### src/rtl/risc_v_pkg.sv
// Shared constants for the memory port arbiter: FSM state encodings and
// default bus widths.
package risc_v_pkg;

    localparam logic [1:0] ARB_IDLE   = 2'd0;
    localparam logic [1:0] ARB_BUSY_I = 2'd1;
    localparam logic [1:0] ARB_BUSY_D = 2'd2;

    localparam int DEF_ADDR_W = 32;
    localparam int DEF_DATA_W = 32;

    // Width of the fairness counter; covers FAIR_LIMIT up to 15.
    localparam int STARVE_W = 4;

endpackage

### src/rtl/mem_arb_perf.sv
// Saturating performance counters for the memory port arbiter.
// Built only when MEM_ARB_PERF_EN is defined.
module mem_arb_perf #(
    parameter int CNT_W = 16
) (
    input  logic             clk,
    input  logic             reset,
    input  logic             inc_conf,
    input  logic             inc_iwait,
    output logic [CNT_W-1:0] perf_conf,
    output logic [CNT_W-1:0] perf_iwait
);

    // Count conflict and fetch-wait cycles, holding at all-ones.
    always_ff @(posedge clk or negedge reset) begin
        if (!reset) begin
            perf_conf  <= '0;
            perf_iwait <= '0;
        end else begin
            if (inc_conf && (perf_conf != '1))
                perf_conf <= perf_conf + 1'b1;
            if (inc_iwait && (perf_iwait != '1))
                perf_iwait <= perf_iwait + 1'b1;
        end
    end

endmodule

### src/rtl/mem_port_arbiter.sv
// Arbitrates one single-port memory between instruction fetch (I) and the
// MEM-stage load/store port (D). D normally wins; a starvation counter lets
// I through after FAIR_LIMIT consecutive D grants while I was waiting.
// Optional feature: define MEM_ARB_PERF_EN to build the perf counters.
module mem_port_arbiter
    import risc_v_pkg::*;
#(
    parameter int ADDR_W     = DEF_ADDR_W,
    parameter int DATA_W     = DEF_DATA_W,
    parameter int FAIR_LIMIT = 4,
    parameter int CNT_W      = 16
) (
    input  logic                clk,
    input  logic                reset,
    input  logic                i_req,
    input  logic [ADDR_W-1:0]   i_addr,
    output logic                i_ack,
    output logic [DATA_W-1:0]   i_rdata,
    input  logic                d_req,
    input  logic                d_we,
    input  logic [ADDR_W-1:0]   d_addr,
    input  logic [DATA_W-1:0]   d_wdata,
    input  logic [DATA_W/8-1:0] d_wstrb,
    output logic                d_ack,
    output logic [DATA_W-1:0]   d_rdata,
    output logic                stall_if,
    output logic                stall_mem,
    output logic                mem_req,
    output logic                mem_we,
    output logic [ADDR_W-1:0]   mem_addr,
    output logic [DATA_W-1:0]   mem_wdata,
    output logic [DATA_W/8-1:0] mem_wstrb,
    input  logic                mem_ready,
    input  logic [DATA_W-1:0]   mem_rdata,
    output logic [CNT_W-1:0]    perf_conf,
    output logic [CNT_W-1:0]    perf_iwait
);

    localparam logic [STARVE_W-1:0] LIMIT = STARVE_W'(FAIR_LIMIT);

    logic [1:0]          state;
    logic [STARVE_W-1:0] starve;
    logic                grant_d;
    logic                grant_i;

    // Winner selection in IDLE: D unless I has been starved long enough.
    assign grant_d = d_req & (~i_req | (starve < LIMIT));
    assign grant_i = ~grant_d & i_req;

    // Acks only in the matching BUSY state, so they are mutually exclusive
    // and a mem_ready seen in IDLE has no effect.
    assign mem_req   = (state != ARB_IDLE);
    assign i_ack     = (state == ARB_BUSY_I) & mem_ready;
    assign d_ack     = (state == ARB_BUSY_D) & mem_ready;
    assign i_rdata   = mem_rdata;
    assign d_rdata   = mem_rdata;
    assign stall_if  = i_req & ~i_ack;
    assign stall_mem = d_req & ~d_ack;

    // Access sequencer: latch the winner's request at grant, hold it until
    // the memory reports completion, then return to IDLE for one cycle.
    always_ff @(posedge clk or negedge reset) begin
        if (!reset) begin
            state     <= ARB_IDLE;
            starve    <= '0;
            mem_we    <= 1'b0;
            mem_addr  <= '0;
            mem_wdata <= '0;
            mem_wstrb <= '0;
        end else begin
            case (state)
                ARB_IDLE: begin
                    if (grant_d) begin
                        state     <= ARB_BUSY_D;
                        mem_we    <= d_we;
                        mem_addr  <= d_addr;
                        mem_wdata <= d_wdata;
                        mem_wstrb <= d_we ? d_wstrb : '0;
                        if (i_req && (starve < LIMIT))
                            starve <= starve + 1'b1;
                    end else if (grant_i) begin
                        state     <= ARB_BUSY_I;
                        mem_we    <= 1'b0;
                        mem_addr  <= i_addr;
                        mem_wdata <= '0;
                        mem_wstrb <= '0;
                        starve    <= '0;
                    end
                end
                ARB_BUSY_I, ARB_BUSY_D: begin
                    if (mem_ready)
                        state <= ARB_IDLE;
                end
                default: state <= ARB_IDLE;
            endcase
        end
    end

`ifdef MEM_ARB_PERF_EN
    mem_arb_perf #(.CNT_W(CNT_W)) u_perf (
        .clk        (clk),
        .reset      (reset),
        .inc_conf   (i_req & d_req & ~i_ack & ~d_ack),
        .inc_iwait  (stall_if),
        .perf_conf  (perf_conf),
        .perf_iwait (perf_iwait)
    );
`else
    assign perf_conf  = '0;
    assign perf_iwait = '0;
`endif

endmodule
### config.mk
export PLATFORM = sky130hd
export DESIGN_NAME = mem_port_arbiter
export DESIGN_NICKNAME = d
export VERILOG_FILES = /design/src/rtl/risc_v_pkg.sv /design/src/rtl/mem_arb_perf.sv /design/src/rtl/mem_port_arbiter.sv
export SDC_FILE = /design/constraint.sdc
export NUM_CORES = 1
export LEC_CHECK = 0
export ABC_AREA = 1
export CAP_MARGIN = 20
export CORE_ASPECT_RATIO = 1.25
export CORE_MARGIN = 2
export CORE_UTILIZATION = 30
export DETAILED_ROUTE_END_ITERATION = 10
export PLACE_DENSITY = 0.76
export SLEW_MARGIN = 10
export SYNTH_ARGS = -nofsm -noshare
export SYNTH_HDL_FRONTEND = slang
export SYNTH_SLANG_ARGS = --single-unit
export TNS_END_PERCENT = 1
### constraint.sdc
create_clock -name clk -period 1.8 [get_ports clk]
set_input_delay 0.36 -clock clk [delete_from_list [all_inputs] [get_ports clk]]
set_output_delay 0.36 -clock clk [all_outputs]
set_load 0.01 [all_outputs]
==> results.sh <==
export IMPL_multiInputGateArea_um2=1410
export IMPL_cp_start_kind="flip-flop"
export IMPL_final_setup_skew_ns=0.00689
export IMPL_io_pins=308
export IMPL_area_growth_pct=41.8
export IMPL_holdWs_ns=0.476
export IMPL_final_util=0.439
export IMPL_synth_top_area_frac=0.454
export IMPL_gp_congestion=0.791
export IMPL_post_cts_buffers=0
export IMPL_wl_per_cell_um=15.0
export IMPL_synth_async_sr_flop_share=1.00
export IMPL_cts_buffers=9
export IMPL_timing_final_crit_share=0.950
export IMPL_hp_class="reg -> reg"
export IMPL_htree_levels=3
export IMPL_syn_area_per_cell_um2=8.35
export IMPL_ys_top_cells_by_count="nand2_1 (162), buf_4 (100), dfrtp_1 (75), nand3_1 (65), nand4_1 (33)"
export IMPL_yosys_warnings=0
export IMPL_final_seq_area_um2=1880
export IMPL_fp_dieW_um=109
export IMPL_setup_tns_ns=0
export IMPL_path_clk_slew_ns=0.06
export IMPL_timing_setup_critical_path_class="reg -> out"
export IMPL_synth_edff_count=0
export IMPL_cts_root_buffer="clkbuf_16"
export IMPL_ys_ff_latch=75
export IMPL_globalRoute_totalOverflow=0
export IMPL_viasPerCell=4.55
export IMPL_cts_tree="yes"
export IMPL_fmax_ghz=0.585
export IMPL_cts_sinks=75
export IMPL_worstPathRequired_ns=1.44
export IMPL_core_um2=13300
export IMPL_drtIter0Drc=172
export IMPL_grt_pass1_vias=3550
export IMPL_firstDrtPassIters=4
export IMPL_hold_violations=0
export IMPL_n_antenna_cell=0
export IMPL_port_buffers=179
export IMPL_synth_area_leaders="dfrtp_1 (45%), buf_4 (18%), nand2_1 (15%)"
export IMPL_rsz0062_at_grt="no"
export IMPL_final_antenna_net_count=0
export IMPL_grt_pass1_wl_um=18000
export IMPL_drive_gt1_frac=0.0701
export IMPL_synth_most_common_cell="nand2_1"
export IMPL_arrival_ns=1.35
export IMPL_cp_max_fo=3
export IMPL_period_minus_slack_ns=1.71
export IMPL_grt_max_degree=38
export IMPL_yosysUniqueCellTypes=20
export IMPL_grt_usage=0.161
export IMPL_dpl_hpwl_um=8490
export IMPL_antenna_found_initial=0
export IMPL_drv_slew=0
export IMPL_vias=3565
export IMPL_powerDensity_nw_per_um2=1540
export IMPL_power_leakage_nw=2.76
export IMPL_start_util=0.310
export IMPL_final_nets=750
export IMPL_die_y_um=135
export IMPL_wirelength_um=11800
export IMPL_drcViolationCount=0
export IMPL_fill_cells=1301
export IMPL_insertion_delay_ns=0.33
export IMPL_cts_max_path_buffers=2
export IMPL_cap_violations=0
export IMPL_seq_area_frac_synth=0.454
export IMPL_yosys_area_top_type="dfrtp_1"
export IMPL_num_rows=47
export IMPL_dieArea_um2=14700
export IMPL_setup_viol=0
export IMPL_synth_area_um2=4130
export IMPL_status="finished clean"
export IMPL_worstSetupEndpointType="output pin"
export IMPL_ys_flop_type="dfrtp_1"
export IMPL_syn_inst=495
export IMPL_vdd_drop_max_uv=708
## per-stage QoR
step	power (W)	instance area [um^2]	setup slack, ns	instances
after floorplan	0.00504	4250	0.361	526
after global placement	0.00708	5540	-0.126	767
after detailed placement	0.00714	5540	-0.121	767
after CTS	0.00915	5870	-0.00850	784
after global routing	0.00963	5860	0.00274	784
final	0.00900	5860	0.0897	784
## registers in the layout, summed over array words and instances (netlist names)
signal / cells
mem_addr: 32
mem_wdata: 32
mem_wstrb: 4
starve: 4
state: 2
mem_we: 1
## critical path, stage by stage (launching register included)
cell             delay, ns
dfrtp_1               0.39
inv_2                 0.06
ha_1                  0.24
inv_2                 0.07
clkdlybuf4s15_2       0.26
## what timing repair did
item	4_1_cts	5_1_grt
endpoints found under the hold margin	30	0
resized for setup	10	6
endpoints found under the setup margin	5	5
hold buffers	1	0
## cell type report
class	count	share of cell area
repair buffers	196	0.339
multi-input cells	312	0.241
clock inverters	6	0.0154
clock buffers	10	0.0391
flip-flops and latches	75	0.320
well taps	171	0.0365
inverters	14	0.00896
## worst paths after layout
path / from / to / slack, ns / cells past startpoint
max reg2reg: state[0]$_DFFE_PN0P_ / mem_addr[10]$_DFFE_PN0P_ / 0.19 / 8
max: state[0]$_DFFE_PN0P_ / mem_req / 0.09 / 4
max in group asynchronous: reset / mem_wdata[31]$_DFFE_PN0P_ / 0.72 / 3
min in group asynchronous: reset / mem_addr[26]$_DFFE_PN0P_ / 0.51 / 2
min: mem_wdata[21]$_DFFE_PN0P_ / mem_wdata[21]$_DFFE_PN0P_ / 0.48 / 2
min reg2reg: mem_wdata[21]$_DFFE_PN0P_ / mem_wdata[21]$_DFFE_PN0P_ / 0.48 / 2
## cell families after synthesis
kind of cell / count (synthesis) / share of synthesized area
AND/OR/NAND/NOR: 272 / 0.292
buffers and inverters: 139 / 0.233
flip-flops: 75 / 0.454
adder cells (fa/ha/maj): 4 / 0.0121
AO/OA/AOI/OAI: 3 / 0.00636
XOR/XNOR: 1 / 0.00212
other: 1 / 0.000907
## cell usage in the layout, fill, tap and decap left out, drive strengths merged, types with 2 or more instances in the layout
cell | Yosys | layout
ha | 4 | 4
conb | 1 | 32
clkdlybuf4s15 | 0 | 3
nor2 | 11 | 11
dfrtp | 75 | 75
clkdlybuf4s50 | 0 | 173
clkbuf | 8 | 11
o21ai | 3 | 3
buf | 117 | 18
clkinv | 0 | 3
nand4 | 33 | 33
nand2 | 163 | 163
inv | 14 | 14
bufinv | 0 | 2
nand3 | 65 | 65
## power breakdown
part           internal, W  switching (W)  leakage [nW]
Combinational      0.00213        0.00209          1.67
Sequential         0.00243       0.000408         0.943
Clock              0.00122       0.000722         0.153
Total              0.00578        0.00322          2.76
## metal layers
layer  vias to the layer above  global-route usage  part of all wire
li1                       1696                   -                 -
met1                      1647               0.164              0.36
met2                       157               0.277              0.49
met3                        65              0.0433             0.081
met4                         0               0.120             0.063
met5                         -                   0                 0
Power figures use the tool's default switching activity.
